==> src/rtl/reg_writeback_pkg.sv <==
// Shared types and constants for the register-file writeback stage.
package wb_pkg;

  localparam logic [3:0] REG_PC = 4'd15;

  typedef enum logic [1:0] {
    SRC_LD   = 2'd0,
    SRC_ALU  = 2'd1,
    SRC_BASE = 2'd2
  } wb_src_e;

  typedef struct packed {
    logic [3:0]  addr;
    logic [31:0] data;
  } wb_req_t;

endpackage

==> src/rtl/reg_writeback_if.sv <==
// Source-side bus of the writeback stage: ALU, base and load request/response channels.
interface reg_writeback_if;

  logic        alu_valid;
  logic [3:0]  alu_addr;
  logic [31:0] alu_data;
  logic        base_valid;
  logic [3:0]  base_addr;
  logic [31:0] base_data;
  logic        ld_req_valid;
  logic [3:0]  ld_req_addr;
  logic        ld_req_ready;
  logic        ld_rsp_valid;
  logic [31:0] ld_rsp_data;

  modport master (
    output alu_valid, alu_addr, alu_data,
    output base_valid, base_addr, base_data,
    output ld_req_valid, ld_req_addr,
    output ld_rsp_valid, ld_rsp_data,
    input  ld_req_ready
  );

  modport slave (
    input  alu_valid, alu_addr, alu_data,
    input  base_valid, base_addr, base_data,
    input  ld_req_valid, ld_req_addr,
    input  ld_rsp_valid, ld_rsp_data,
    output ld_req_ready
  );

endinterface

==> src/rtl/reg_writeback_ld_tag_fifo.sv <==
// Circular FIFO of destination tags for loads awaiting their in-order data return.
module ld_tag_fifo #(
  parameter  int DEPTH = 4,
  localparam int PTR_W = $clog2(DEPTH),
  localparam int CNT_W = PTR_W + 1
) (
  input  logic             clk,
  input  logic             rst_n,
  input  logic             push,
  input  logic [3:0]       push_tag,
  input  logic             pop,
  output logic [3:0]       head,
  output logic [CNT_W-1:0] count
);

  logic [3:0]       mem_r [DEPTH];
  logic [PTR_W-1:0] wr_ptr_r;
  logic [PTR_W-1:0] rd_ptr_r;
  logic [CNT_W-1:0] count_r;
  logic             do_push_s;
  logic             do_pop_s;

  assign do_push_s = push && (count_r != CNT_W'(DEPTH));
  assign do_pop_s  = pop && (count_r != {CNT_W{1'b0}});
  assign head      = mem_r[rd_ptr_r];
  assign count     = count_r;

  // Pointers wrap naturally because DEPTH is a power of two.
  always_ff @(posedge clk or negedge rst_n) begin
    if (!rst_n) begin
      wr_ptr_r <= {PTR_W{1'b0}};
      rd_ptr_r <= {PTR_W{1'b0}};
      count_r  <= {CNT_W{1'b0}};
      for (int i = 0; i < DEPTH; i++) begin
        mem_r[i] <= 4'd0;
      end
    end else begin
      if (do_push_s) begin
        mem_r[wr_ptr_r] <= push_tag;
        wr_ptr_r        <= wr_ptr_r + PTR_W'(1);
      end
      if (do_pop_s) begin
        rd_ptr_r <= rd_ptr_r + PTR_W'(1);
      end
      case ({do_push_s, do_pop_s})
        2'b10:   count_r <= count_r + CNT_W'(1);
        2'b01:   count_r <= count_r - CNT_W'(1);
        default: count_r <= count_r;
      endcase
    end
  end

endmodule

==> src/rtl/reg_writeback.sv <==
// Sole writer of the 16-entry register file: arbitrates ALU, base and load results
// onto three registered write ports plus the PC-load path, and tracks busy registers.
module reg_writeback
  import wb_pkg::*;
#(
  parameter int LD_DEPTH = 4,
  parameter int PC_W     = 11
) (
  input  logic              clk,
  input  logic              rst_n,
  reg_writeback_if.slave    src,
  output logic              w_en1,
  output logic [3:0]        w_addr1,
  output logic [31:0]       w_data1,
  output logic              w_en2,
  output logic [3:0]        w_addr2,
  output logic [31:0]       w_data2,
  output logic              w_en3,
  output logic [3:0]        w_addr3,
  output logic [31:0]       w_data3,
  output logic              pc_load,
  output logic [PC_W-1:0]   pc_data,
  output logic [15:0]       busy,
  output logic              wb_err
);

  localparam int CNT_W = $clog2(LD_DEPTH) + 1;

  logic [CNT_W-1:0] fifo_count_s;
  logic [3:0]       fifo_head_s;
  logic             ld_accept_s;
  logic             ld_fire_s;
  logic             rsp_empty_s;
  wb_req_t          ld_wr_s;
  wb_req_t          alu_wr_s;
  wb_req_t          base_wr_s;
  logic             en1_s;
  logic             en2_s;
  logic             en3_s;
  logic             pc_hit_s;
  wb_src_e          pc_src_s;
  logic [PC_W-1:0]  pc_next_s;
  logic             err_s;
  logic [15:0]      busy_set_s;
  logic [15:0]      busy_clr_s;
  logic             ld_done_r;
  logic [3:0]       ld_done_addr_r;

  // Registered busy is used so a bit clearing this cycle cannot admit a new request.
  assign src.ld_req_ready = (fifo_count_s < CNT_W'(LD_DEPTH)) && !busy[src.ld_req_addr];
  assign ld_accept_s      = src.ld_req_valid && src.ld_req_ready;
  assign ld_fire_s        = src.ld_rsp_valid && (fifo_count_s != {CNT_W{1'b0}});
  assign rsp_empty_s      = src.ld_rsp_valid && (fifo_count_s == {CNT_W{1'b0}});

  ld_tag_fifo #(.DEPTH(LD_DEPTH)) u_tag_fifo (
    .clk      (clk),
    .rst_n    (rst_n),
    .push     (ld_accept_s),
    .push_tag (src.ld_req_addr),
    .pop      (ld_fire_s),
    .head     (fifo_head_s),
    .count    (fifo_count_s)
  );

  assign ld_wr_s   = '{addr: fifo_head_s,   data: src.ld_rsp_data};
  assign alu_wr_s  = '{addr: src.alu_addr,  data: src.alu_data};
  assign base_wr_s = '{addr: src.base_addr, data: src.base_data};

  // Port enables: R15 never uses a port; on a shared address load beats ALU beats base.
  assign en3_s = ld_fire_s && (ld_wr_s.addr != REG_PC);
  assign en1_s = src.alu_valid && (alu_wr_s.addr != REG_PC)
               && !(en3_s && (ld_wr_s.addr == alu_wr_s.addr));
  assign en2_s = src.base_valid && (base_wr_s.addr != REG_PC)
               && !(en3_s && (ld_wr_s.addr == base_wr_s.addr))
               && !(en1_s && (alu_wr_s.addr == base_wr_s.addr));

  // PC-load source selection among R15 writers.
  always_comb begin
    pc_hit_s = 1'b0;
    pc_src_s = SRC_BASE;
    if (ld_fire_s && (ld_wr_s.addr == REG_PC)) begin
      pc_hit_s = 1'b1;
      pc_src_s = SRC_LD;
    end else if (src.alu_valid && (alu_wr_s.addr == REG_PC)) begin
      pc_hit_s = 1'b1;
      pc_src_s = SRC_ALU;
    end else if (src.base_valid && (base_wr_s.addr == REG_PC)) begin
      pc_hit_s = 1'b1;
      pc_src_s = SRC_BASE;
    end else begin
      pc_hit_s = 1'b0;
      pc_src_s = SRC_BASE;
    end
  end

  // PC value mux for the selected source.
  always_comb begin
    pc_next_s = {PC_W{1'b0}};
    case (pc_src_s)
      SRC_LD:   pc_next_s = ld_wr_s.data[PC_W-1:0];
      SRC_ALU:  pc_next_s = alu_wr_s.data[PC_W-1:0];
      SRC_BASE: pc_next_s = base_wr_s.data[PC_W-1:0];
      default:  pc_next_s = {PC_W{1'b0}};
    endcase
  end

  assign err_s = rsp_empty_s
               || (src.alu_valid && busy[alu_wr_s.addr])
               || (src.base_valid && busy[base_wr_s.addr]);

  // Busy clears on the edge after the load's write cycle, so the file already holds the data.
  assign busy_clr_s = ld_done_r ? (16'd1 << ld_done_addr_r) : 16'd0;
  assign busy_set_s = ld_accept_s ? (16'd1 << src.ld_req_addr) : 16'd0;

  // Output registers, busy scoreboard and sticky error.
  always_ff @(posedge clk or negedge rst_n) begin
    if (!rst_n) begin
      w_en1          <= 1'b0;
      w_addr1        <= 4'd0;
      w_data1        <= 32'd0;
      w_en2          <= 1'b0;
      w_addr2        <= 4'd0;
      w_data2        <= 32'd0;
      w_en3          <= 1'b0;
      w_addr3        <= 4'd0;
      w_data3        <= 32'd0;
      pc_load        <= 1'b0;
      pc_data        <= {PC_W{1'b0}};
      busy           <= 16'd0;
      wb_err         <= 1'b0;
      ld_done_r      <= 1'b0;
      ld_done_addr_r <= 4'd0;
    end else begin
      w_en1 <= en1_s;
      w_en2 <= en2_s;
      w_en3 <= en3_s;
      if (en1_s) begin
        w_addr1 <= alu_wr_s.addr;
        w_data1 <= alu_wr_s.data;
      end
      if (en2_s) begin
        w_addr2 <= base_wr_s.addr;
        w_data2 <= base_wr_s.data;
      end
      if (en3_s) begin
        w_addr3 <= ld_wr_s.addr;
        w_data3 <= ld_wr_s.data;
      end
      pc_load <= pc_hit_s;
      if (pc_hit_s) begin
        pc_data <= pc_next_s;
      end
      busy           <= (busy & ~busy_clr_s) | busy_set_s;
      wb_err         <= wb_err | err_s;
      ld_done_r      <= ld_fire_s;
      ld_done_addr_r <= ld_wr_s.addr;
    end
  end

endmodule
==> src/flat_wrapper.sv <==
// flat-port wrapper written by rule: the top's interface ports become plain ports
module reg_writeback_flat import wb_pkg::*;
#(
  parameter int LD_DEPTH = 4,
  parameter int PC_W     = 11
)
  (clk, rst_n, w_en1, w_addr1, w_data1, w_en2, w_addr2, w_data2, w_en3, w_addr3, w_data3, pc_load, pc_data, busy, wb_err, src_alu_valid, src_alu_addr, src_alu_data, src_base_valid, src_base_addr, src_base_data, src_ld_req_valid, src_ld_req_addr, src_ld_rsp_valid, src_ld_rsp_data, src_ld_req_ready);
  reg_writeback_if src_i ();
  input  logic clk;
  input  logic rst_n;
  output logic w_en1;
  output logic [3:0] w_addr1;
  output logic [31:0] w_data1;
  output logic w_en2;
  output logic [3:0] w_addr2;
  output logic [31:0] w_data2;
  output logic w_en3;
  output logic [3:0] w_addr3;
  output logic [31:0] w_data3;
  output logic pc_load;
  output logic [PC_W-1:0] pc_data;
  output logic [15:0] busy;
  output logic wb_err;
  input wire logic [$bits(src_i.alu_valid)-1:0] src_alu_valid;
  input wire logic [$bits(src_i.alu_addr)-1:0] src_alu_addr;
  input wire logic [$bits(src_i.alu_data)-1:0] src_alu_data;
  input wire logic [$bits(src_i.base_valid)-1:0] src_base_valid;
  input wire logic [$bits(src_i.base_addr)-1:0] src_base_addr;
  input wire logic [$bits(src_i.base_data)-1:0] src_base_data;
  input wire logic [$bits(src_i.ld_req_valid)-1:0] src_ld_req_valid;
  input wire logic [$bits(src_i.ld_req_addr)-1:0] src_ld_req_addr;
  input wire logic [$bits(src_i.ld_rsp_valid)-1:0] src_ld_rsp_valid;
  input wire logic [$bits(src_i.ld_rsp_data)-1:0] src_ld_rsp_data;
  output wire logic [$bits(src_i.ld_req_ready)-1:0] src_ld_req_ready;
  assign src_i.alu_valid = src_alu_valid;
  assign src_i.alu_addr = src_alu_addr;
  assign src_i.alu_data = src_alu_data;
  assign src_i.base_valid = src_base_valid;
  assign src_i.base_addr = src_base_addr;
  assign src_i.base_data = src_base_data;
  assign src_i.ld_req_valid = src_ld_req_valid;
  assign src_i.ld_req_addr = src_ld_req_addr;
  assign src_i.ld_rsp_valid = src_ld_rsp_valid;
  assign src_i.ld_rsp_data = src_ld_rsp_data;
  assign src_ld_req_ready = src_i.ld_req_ready;
  reg_writeback #(.LD_DEPTH(LD_DEPTH), .PC_W(PC_W)) u_core (.clk(clk), .rst_n(rst_n), .src(src_i), .w_en1(w_en1), .w_addr1(w_addr1), .w_data1(w_data1), .w_en2(w_en2), .w_addr2(w_addr2), .w_data2(w_data2), .w_en3(w_en3), .w_addr3(w_addr3), .w_data3(w_data3), .pc_load(pc_load), .pc_data(pc_data), .busy(busy), .wb_err(wb_err));
endmodule
==> config.mk <==
export PLATFORM = sky130hd
export DESIGN_NAME = reg_writeback_flat
export DESIGN_NICKNAME = d
export VERILOG_FILES = /design/src/rtl/reg_writeback_pkg.sv /design/src/rtl/reg_writeback_if.sv /design/src/rtl/reg_writeback_ld_tag_fifo.sv /design/src/rtl/reg_writeback.sv /design/src/flat_wrapper.sv
export SDC_FILE = /design/constraint.sdc
export NUM_CORES = 1
export LEC_CHECK = 0
export CAP_MARGIN = 20
export CORE_ASPECT_RATIO = 1.4
export CORE_MARGIN = 4
export CORE_UTILIZATION = 40
export DETAILED_ROUTE_END_ITERATION = 10
export PLACE_DENSITY_LB_ADDON = 0.05
export SKIP_LAST_GASP = 1
export SLEW_MARGIN = 10
export SYNTH_ARGS = -nofsm -noshare
export SYNTH_HDL_FRONTEND = slang
export SYNTH_HIERARCHICAL = 1
export SYNTH_SLANG_ARGS = --single-unit
export TNS_END_PERCENT = 1
==> constraint.sdc <==
create_clock -name clk -period 3.6 [get_ports clk]
set_input_delay 0.54 -clock clk [delete_from_list [all_inputs] [get_ports clk]]
set_output_delay 0.54 -clock clk [all_outputs]
set_load 0.02 [all_outputs]
==> impl_metrics.yaml <==
run_status:
  outcome: "finished clean"
yosys:
  yosysWarnings: 6
  seq_area_frac_synth_pct: 56.30
  syn_area_sq_mm: 0.007467
  synth_nets: 708
  syn_avg_cell_area_sq_um: 12.70
  synthFlopType: "dfrtp_1"
  ys_ff_latch: 168
  synth-async-reset-ratio_pct: 100.0
  synth-edff-count: 0
  synthCells: 588
  synth_cell_types: 44
placed_design:
  port_buffers: 254
  dp_hpwl_microns: 16390
  numPlacedInstances: 1072
  place.gp.congestion: 0.8890
  place_area_sq_mm: 0.01032
grt:
  grt-ovfl-total: 0
  gr-usage-all-layers_pct: 20.98
  grt_pass1_vias: 5901
  grt_max_degree: 65
  antenna_found_initial: 0
  grt_pass1_wl_microns: 33580
timing:
  skew_ps: 10.22
  max_freq_mhz: 306.1
  slew_violations: 0
  relSlewSlack_pct: 56.71
  fin_setup_tns_ps: 0
  post-route-period-util_pct: 90.76
  final-hold-violation-count: 0
  rsz0062_at_grt: "no"
  fin_hold_ws_ps: 90.68
  final.min_clock_period_ps: 3267
  tightest_slew_ps: 649.3
  final-setup-viol-count: 0
detailed_routing:
  post-route-drc-count: 0
  routed_wl_microns: 21730
  drt.antenna.violating_nets: 0
  drt_iter0_markers: 342
  routedWlPerCell_microns: 19.68
  dr.pass1.iters: 6
  via_per_inst: 5.052
  dr_total_vias: 5577
flow_run:
  drv_cap: 0
floorplanning:
  die-area_sq_mm: 0.02095
  die_h_microns: 169.7
  fp.coreArea_sq_mm: 0.01814
  rows: 58
  start_util_pct: 41.16
  die_w_microns: 123.5
  io_pins: 255
critical_path:
  crit_type: "register to register"
  cp-end-kind: "register"
  start_kind: "register"
  crit_arrival_ps: 3580
  cp_max_fo: 37
  required_ps: 3910
cells_and_area:
  area_delta_synth_final_pct: 46.21
  nets: 971
  final_area_sq_mm: 0.01092
  drive_gt1_share_pct: 20.60
  antenna_cells: 0
  final_cells: 1104
cts:
  clkTransAtPathRegs_ps: 70
  cts-root-buf: "clkbuf_16"
  clockBufferDepth: 2
  cts_tree: "done"
  h-tree-depth: 4
  cts.sinks: 168
  cts_buffers: 17
  post-cts-setup-buffers: 0
  insertion_delay_ps: 430
worst_hold_path:
  hold_path.class: "input port to async pin"
power_and_ir_drop:
  totalPowerFinal_mw: 8.243
  p_per_area_mw_per_mm2: 755.0
  peakVddDrop_v: 0.0005904
  p_leak_nw: 4.796
==> worst paths after layout <==
check	startpoint	endpoint	slack, ps	cells past startpoint
max	u_core/u_tag_fifo/rd_ptr_r[0]	u_core/w_data2[14]	330	7
min reg2reg	u_core/w_data3[3]	u_core/w_data3[3]	470	2
max in group asynchronous	rst_n	u_core/w_data3[15]	2540	3
min in group clk	u_core/w_data3[3]	u_core/w_data3[3]	470	2
min	rst_n	u_core/w_data2[23]	90	1
max reg2reg	u_core/u_tag_fifo/rd_ptr_r[0]	u_core/w_data2[14]	330	7
==> layer usage <==
layer	GRT usage, %	vias up	wire length [microns]
met5	0	-	0
met3	4.668	35	1300
met1	24.34	2763	8258
met2	37.41	215	11660
met4	7.904	0	504
li1	-	2564	-
==> stage by stage <==
stage,setup WS [ps],utilization (%)
3_5_place_dp,101.7,56.89
2_1_floorplan,496.4,-
4_1_cts,100.0,60.17
6_report,332.7,60.18
3_3_place_gp,96.76,56.89
5_1_grt,200.2,60.18
==> layout by cell type, fill, tap and decap left out, types with 5 or more instances in the layout <==
cell,n
nor2b_1,6
clkdlybuf4s50_1,252
nor2_1,8
dfrtp_1,168
mux4_2,12
ha_1,5
mux2_2,72
inv_8,6
nand2_1,121
clkbuf_16,17
mux2_4,29
o21ai_0,40
inv_1,8
mux2i_1,20
xor2_1,15
buf_4,18
==> timing repair <==
action / 4_1_cts / 5_1_grt
hold buffers: 0 / 0
setup endpoints to repair: 0 / 1
endpoints found under the hold margin: 0 / 0
gates resized for setup: 0 / 1
==> logic make-up (layout without fill, tap and decap cells) <==
logic type                 Yosys count  in the layout  share of synthesized area [%]
muxes                              134            134                          23.14
AOI/OAI and AO/OA                   59             59                          4.926
and+or+nand+nor                    164            164                          9.803
adders and majority gates            6              6                          1.106
xor gates and xnor gates            18             18                          2.111
DFF                                168            168                          56.30
buffers and inverters               39            315                          2.614
==> area by class of cell <==
class / instances / area [sq um]
clock buffer: 18 / 439.2
clock inverter: 14 / 155.1
fill: 1486 / 7224
inverter: 10 / 37.54
multi-input combinational: 381 / 3080
sequential: 168 / 4204
tap: 240 / 300.3
timing repair buffer: 273 / 2701
==> state kept, by name, indices dropped and copies added (netlist names), 2 cells and up <==
name                        count
u_core/w_data1                 32
u_core/w_data2                 32
u_core/w_data3                 32
u_core/busy                    16
u_core/u_tag_fifo/mem_r        16
u_core/pc_data                 11
u_core/ld_done_addr_r           4
u_core/w_addr1                  4
u_core/w_addr2                  4
u_core/w_addr3                  4
u_core/u_tag_fifo/count         3
u_core/u_tag_fifo/rd_ptr_r      2
u_core/u_tag_fifo/wr_ptr_r      2
==> power by group <==
group | switching [mW] | internal [mW] | total [mW]
Clock | 0.834 | 1.01 | 1.84
Combinational | 1.65 | 1.72 | 3.37
Sequential | 0.513 | 2.52 | 3.03
==> Yosys cell counts (2+ instances only) <==
master | count | area, sq um
mux2_4 | 29 | 435.4
nand2b_1 | 4 | 25.02
a2111oi_0 | 2 | 17.52
mux4_2 | 12 | 270.3
nor2b_1 | 6 | 37.54
nand3_1 | 2 | 10.01
clkbuf_1 | 13 | 48.80
nand4b_1 | 2 | 17.52
a21oi_1 | 2 | 10.01
mux2i_1 | 20 | 200.2
buf_2 | 9 | 45.04
mux2_2 | 72 | 810.8
buf_1 | 2 | 7.510
nor2_1 | 8 | 30.03
nor4_1 | 3 | 18.77
ha_1 | 5 | 62.56
inv_1 | 8 | 30.03
o31ai_1 | 4 | 30.03
dfrtp_1 | 168 | 4204
xnor2_1 | 3 | 26.28
nand4_1 | 4 | 25.02
buf_6 | 5 | 56.30
o21ai_0 | 40 | 200.2
o22a_1 | 4 | 35.03
a221oi_1 | 2 | 17.52
nand3b_1 | 4 | 30.03
nand2_1 | 121 | 454.2
or2_2 | 3 | 18.77
inv_2 | 2 | 7.510
xor2_1 | 15 | 131.4
==> worst max-delay path, cell delays in order, from the launching register on <==
cell	delay, ps
dfrtp_1	540
mux4_2	670
xor2_1	200
nor4_1	540
a21oi_4	110
a221o_2	360
buf_4	310
mux2_4	380
Power figures use the tool's default switching activity.
